**config.mk**
```make
export PLATFORM = sky130hd
export DESIGN_NAME = ps2_key_rx
export DESIGN_NICKNAME = d
export VERILOG_FILES = /design/src/rtl/ps2_pkg.sv /design/src/rtl/ps2_line_filter.sv /design/src/rtl/ps2_key_rx.sv
export SDC_FILE = /design/constraint.sdc
export NUM_CORES = 1
export LEC_CHECK = 0
export ABC_AREA = 1
export BUFFER_PORTS_ARGS = -buffer_cell sky130_fd_sc_hd__buf_2
export CORE_MARGIN = 10
export CORE_UTILIZATION = 55
export DETAILED_ROUTE_END_ITERATION = 10
export GPL_TIMING_DRIVEN = 0
export PLACE_DENSITY = 0.74
export SETUP_SLACK_MARGIN = 0.3
export SLEW_MARGIN = 5
export SYNTH_ARGS = -nofsm -noshare
export SYNTH_HDL_FRONTEND = slang
export SYNTH_HIERARCHICAL = 1
export SYNTH_SLANG_ARGS = --single-unit
```
**constraint.sdc**
```tcl
create_clock -name clk_sys -period 2.1 [get_ports clk_sys]
set_input_delay 0.42 -clock clk_sys [delete_from_list [all_inputs] [get_ports clk_sys]]
set_output_delay 0.42 -clock clk_sys [all_outputs]
set_load 0.005 [all_outputs]
```
**src/rtl/ps2_pkg.sv**
```systemverilog
// Shared types and constants for the PS/2 keyboard receiver.
// Optional build macro used by ps2_key_rx: PS2_KEY_RX_TIMEOUT_EN.
package ps2_pkg;

    typedef enum logic [1:0] {
        IDLE,
        DATA,
        PARITY,
        STOP
    } ps2_state_e;

    localparam logic [7:0] CODE_EXT = 8'hE0;
    localparam logic [7:0] CODE_REL = 8'hF0;

    localparam logic [7:0] DISC_00 = 8'h00;
    localparam logic [7:0] DISC_AA = 8'hAA;
    localparam logic [7:0] DISC_EE = 8'hEE;
    localparam logic [7:0] DISC_FA = 8'hFA;
    localparam logic [7:0] DISC_FC = 8'hFC;
    localparam logic [7:0] DISC_FE = 8'hFE;
    localparam logic [7:0] DISC_FF = 8'hFF;

    localparam int KEY_TGL   = 10;
    localparam int KEY_PRESS = 9;
    localparam int KEY_EXT   = 8;
    localparam int KEY_CODE  = 7;

    // Keyboard status/ack bytes that carry no key information.
    function automatic logic is_discard(input logic [7:0] b);
        return (b == DISC_00) || (b == DISC_AA) || (b == DISC_EE) ||
               (b == DISC_FA) || (b == DISC_FC) || (b == DISC_FE) ||
               (b == DISC_FF);
    endfunction

endpackage

```
**src/rtl/ps2_line_filter.sv**
```systemverilog
// Two-flop synchroniser, run-length glitch filter and falling-edge strobe
// for one raw PS/2 line.
module ps2_line_filter #(
    parameter int FILT_LEN = 8
) (
    input  logic clk_sys,
    input  logic reset,
    input  logic line_in,
    output logic level,
    output logic fall
);
    localparam int CW = $clog2(FILT_LEN + 1);

    logic [1:0]    sync;
    logic [CW-1:0] cnt;

    always_ff @(posedge clk_sys) begin
        if (reset) begin
            sync  <= 2'b11;
            level <= 1'b1;
            cnt   <= '0;
            fall  <= 1'b0;
        end else begin
            sync <= {sync[0], line_in};
            fall <= 1'b0;
            if (sync[1] == level) begin
                cnt <= '0;
            end else if (cnt == CW'(FILT_LEN - 1)) begin
                level <= sync[1];
                cnt   <= '0;
                fall  <= level;
            end else begin
                cnt <= cnt + CW'(1);
            end
        end
    end

endmodule

```
**src/rtl/ps2_key_rx.sv**
```systemverilog
// PS/2 keyboard frame receiver and scancode decoder.
// Define PS2_KEY_RX_TIMEOUT_EN to build the inter-bit stall timeout.
module ps2_key_rx
    import ps2_pkg::*;
#(
    parameter int FILT_LEN    = 8,
    parameter int TIMEOUT_CYC = 8000
) (
    input  logic        clk_sys,
    input  logic        reset,
    input  logic        ps2_clk_in,
    input  logic        ps2_dat_in,
    output logic [10:0] ps2_key,
    output logic        err
);
    logic strobe;
    logic dat_lvl;
    logic clk_lvl_unused;
    logic dat_fall_unused;

    ps2_line_filter #(.FILT_LEN(FILT_LEN)) u_clk_filt (
        .clk_sys (clk_sys),
        .reset   (reset),
        .line_in (ps2_clk_in),
        .level   (clk_lvl_unused),
        .fall    (strobe)
    );

    ps2_line_filter #(.FILT_LEN(FILT_LEN)) u_dat_filt (
        .clk_sys (clk_sys),
        .reset   (reset),
        .line_in (ps2_dat_in),
        .level   (dat_lvl),
        .fall    (dat_fall_unused)
    );

    ps2_state_e  state, state_n;
    logic [2:0]  bit_cnt, cnt_n;
    logic [7:0]  shreg, sh_n;
    logic        par_bit, par_n;
    logic        ext_f, ext_n;
    logic        rel_f, rel_n;
    logic [10:0] key_n;
    logic        err_n;
    logic        good;

`ifdef PS2_KEY_RX_TIMEOUT_EN
    localparam int TW = $clog2(TIMEOUT_CYC + 1);
    logic [TW-1:0] tmo, tmo_n;
`endif

    always_ff @(posedge clk_sys) begin
        if (reset) begin
            state   <= IDLE;
            bit_cnt <= '0;
            shreg   <= '0;
            par_bit <= 1'b0;
            ext_f   <= 1'b0;
            rel_f   <= 1'b0;
            ps2_key <= '0;
            err     <= 1'b0;
        end else begin
            state   <= state_n;
            bit_cnt <= cnt_n;
            shreg   <= sh_n;
            par_bit <= par_n;
            ext_f   <= ext_n;
            rel_f   <= rel_n;
            ps2_key <= key_n;
            err     <= err_n;
        end
    end

`ifdef PS2_KEY_RX_TIMEOUT_EN
    always_ff @(posedge clk_sys) begin
        if (reset) tmo <= '0;
        else       tmo <= tmo_n;
    end
`endif

    always_comb begin
        state_n = state;
        cnt_n   = bit_cnt;
        sh_n    = shreg;
        par_n   = par_bit;
        ext_n   = ext_f;
        rel_n   = rel_f;
        key_n   = ps2_key;
        err_n   = 1'b0;
        // Odd weight over data plus parity, and a high stop bit.
        good    = (^{shreg, par_bit}) & dat_lvl;

        unique case (state)
            IDLE: begin
                if (strobe && !dat_lvl) begin
                    state_n = DATA;
                    cnt_n   = '0;
                end
            end
            DATA: begin
                if (strobe) begin
                    sh_n  = {dat_lvl, shreg[7:1]};
                    cnt_n = bit_cnt + 3'd1;
                    if (bit_cnt == 3'd7) state_n = PARITY;
                end
            end
            PARITY: begin
                if (strobe) begin
                    par_n   = dat_lvl;
                    state_n = STOP;
                end
            end
            STOP: begin
                if (strobe) begin
                    state_n = IDLE;
                    unique case (1'b1)
                        !good: begin
                            err_n = 1'b1;
                            ext_n = 1'b0;
                            rel_n = 1'b0;
                        end
                        good && shreg == CODE_EXT: ext_n = 1'b1;
                        good && shreg == CODE_REL: rel_n = 1'b1;
                        good && shreg != CODE_EXT && shreg != CODE_REL &&
                        is_discard(shreg) && !ext_f && !rel_f: ;
                        default: begin
                            key_n = {~ps2_key[KEY_TGL], ~rel_f, ext_f,
                                     shreg};
                            ext_n = 1'b0;
                            rel_n = 1'b0;
                        end
                    endcase
                end
            end
            default: state_n = IDLE;
        endcase

`ifdef PS2_KEY_RX_TIMEOUT_EN
        tmo_n = '0;
        if (state != IDLE && !strobe) begin
            if (tmo == TW'(TIMEOUT_CYC - 1)) begin
                state_n = IDLE;
                err_n   = 1'b1;
                ext_n   = 1'b0;
                rel_n   = 1'b0;
            end else begin
                tmo_n = tmo + TW'(1);
            end
        end
`endif
    end

endmodule

```
==> results.json <==
{
  "io_pins": 16,
  "skew_ns": 0.007820,
  "leakage_nw": 1.156,
  "cp_common_cell": "nand2_1",
  "status": "finished, final reports clean",
  "antenna_found_initial": 0,
  "cp_data_arrival_time_ns": 1.90,
  "syn-cell-area_um2": 2113,
  "first_pass_iters": 4,
  "drive_above_1_share": 0.1815,
  "clkLatencyLatePin_ns": 0.29,
  "hold_buffers": 0,
  "slowest_stage": "dfxtp_2",
  "rsz0062_at_grt": "yes",
  "routed_wl_um": 3839,
  "tightest_slew_ns": 0.3908,
  "setup_violations": 0,
  "area.growth.synth_to_final_pct": 10.89,
  "grt_max_degree": 16,
  "cp-start-kind": "flip-flop",
  "p_per_area_nw_per_um2": 686.3,
  "die_y_um": 81.99,
  "via_per_inst": 4.912,
  "grt_pass1_wl_um": 6651,
  "fill_cells": 337,
  "top_usage_layer": "met2",
  "initial_core_util": 0.5729,
  "cts_root_buffer": "clkbuf_8",
  "crit_chain": "or2_4 > nand2_1 > nand2_1 > nand2_1 > nand3_1 > nand2_2 > nand2_4 > nor2_4 > nand4_4 > buf_8 > nor2_1 > nor2_1",
  "finalPower_w": 0.001608,
  "globalplace.congestion": 0.8746,
  "drt_iter0_markers": 121,
  "avgRoutedWirePerCell_um": 10.60,
  "grtUsageTotal": 0.1238,
  "criticalPathCategory": "flip-flop to flip-flop",
  "fin_crit_ns": 1.703,
  "htreeDepth": 2,
  "cp-end-kind": "flip-flop",
  "drtAntennaViolNets": 0,
  "cts_buffers": 5,
  "slowest_delay_ns": 0.35,
  "dr_total_vias": 1778,
  "grt_overflow": 0,
  "utilization": 0.6353,
  "die_w_um": 81.99,
  "stdcell_area_um2": 2344,
  "grt_use_met3": 0.03712,
  "p_seq_frac": 0.544,
  "placed_cells": 355,
  "slew_headroom": 0.7395,
  "yosysWarnings": 6,
  "cts.reportedPaths.clkPinSlew_ns": 0.08,
  "power.switching_w": 0.0004442,
  "final_nets": 328,
  "cts_tree": "built",
  "tns_ns": 0,
  "max_freq_mhz": 587.2,
  "fp-row-count": 22,
  "grt_use_met2": 0.2249,
  "port_buffers": 15,
  "dp_hpwl_um": 2817,
  "p_comb_frac": 0.159,
  "cp_max_fo": 10,
  "die_area_um2": 6722,
  "fin_cells": 362,
  "core_area_um2": 3689,
  "clk_path_buf_depth": 2,
  "grt_pass1_vias": 1643,
  "internal-power_w": 0.001164,
  "synth_cells": 292,
  "placed_area_um2": 2248,
  "slew_viol_final": 0,
  "clock-sinks": 43,
  "final_hold_viol_count": 0,
  "syn_nets": 305,
  "ir_worst_vdd_mv": 0.5117,
  "remaining_drc_errors": 0,
  "antenna_cells": 0,
  "switching_share": 0.2762,
  "worst_hold_path_type": "primary input to flip-flop",
  "drv_cap": 0,
  "clock_power_share": 0.297,
  "synth_area_per_cell_um2": 7.237,
  "layout_worst_path_cycle_share": 0.8109,
  "use_met1": 0.1252,
  "required_ns": 2.29
}
[through the flow]
step                setup slack [ns]  hold slack [ns]
floorplan                     0.5149           0.3895
global placement              0.3729           0.3912
detailed placement            0.3260           0.3932
CTS                           0.3023           0.2954
global route                  0.2377           0.3058
finish                        0.3971           0.3111
[worst paths after layout]
path,depth (start not counted),slack (ns),endpoint,startpoint
max,12,0.40,ps2_key[0],shreg[5]
min,2,0.31,u_clk_filt/sync[0],ps2_clk_in
max reg2reg,12,0.40,ps2_key[0],shreg[5]
min reg2reg,1,0.41,u_dat_filt/sync[1],u_dat_filt/sync[0]
[final cells by class]
| cell class | count | area (µm²) | share of cell area |
|---|---|---|---|
| tap | 48 | 60.06 | 0.02563 |
| sequential | 43 | 872.1 | 0.3721 |
| multi-input combinational | 201 | 1046 | 0.4463 |
| timing repair buffer | 16 | 82.58 | 0.03524 |
| clock buffer | 6 | 72.57 | 0.03097 |
| buffer | 5 | 48.80 | 0.02082 |
| inverter | 43 | 161.4 | 0.06887 |
[cells in the final DEF, fill, tap and decap left out, types with 3 or more instances in the layout]
master     n
o21ai_0   13
nand2_2    7
ha_1       9
dfxtp_1   36
nor2_1    41
buf_2     16
inv_1     41
nor2_2     3
nand3_2    5
or2_2      4
nand2_1   69
nor3_1     8
clkbuf_8   6
a21oi_1   11
dfxtp_2    6
nand3_1   11
nand4_1    7
[critical path: cells and delay by family, from the launching register on]
family / cells / cell delay, ns
flip-flops: 1 / 0.35
AND/OR/NAND/NOR: 11 / 1.09
buffers and inverters: 1 / 0.16
[flip-flops by register name, summed over array words and instances (netlist names), 2 cells and up]
register         cells
ps2_key             11
u_clk_filt/sync      2
u_dat_filt/cnt       4
state                2
shreg                8
bit_cnt              3
u_dat_filt/sync      2
u_clk_filt/cnt       4
[repair_timing]
item | in CTS | in global routing
endpoints found under the setup margin | 0 | 13
buffers inserted | 0 | 1
resized for setup | 0 | 10
[power by group through the flow]
stage / Clock (W) / Sequential [W] / Combinational (W)
floorplan: 0 / 0.000889 / 0.000206
global placement: 0 / 0.000894 / 0.000250
detailed placement: 0 / 0.000895 / 0.000255
CTS: 0.000504 / 0.000876 / 0.000258
global route: 0.000531 / 0.000880 / 0.000296
finish: 0.000478 / 0.000874 / 0.000256
[metal layers]
layer | wire length, µm | vias up
met5 | 0 | -
met4 | 71 | 0
met3 | 156 | 7
met2 | 1850 | 23
met1 | 1761 | 787
li1 | - | 961
No activity file was read; power rests on OpenSTA's default activity.
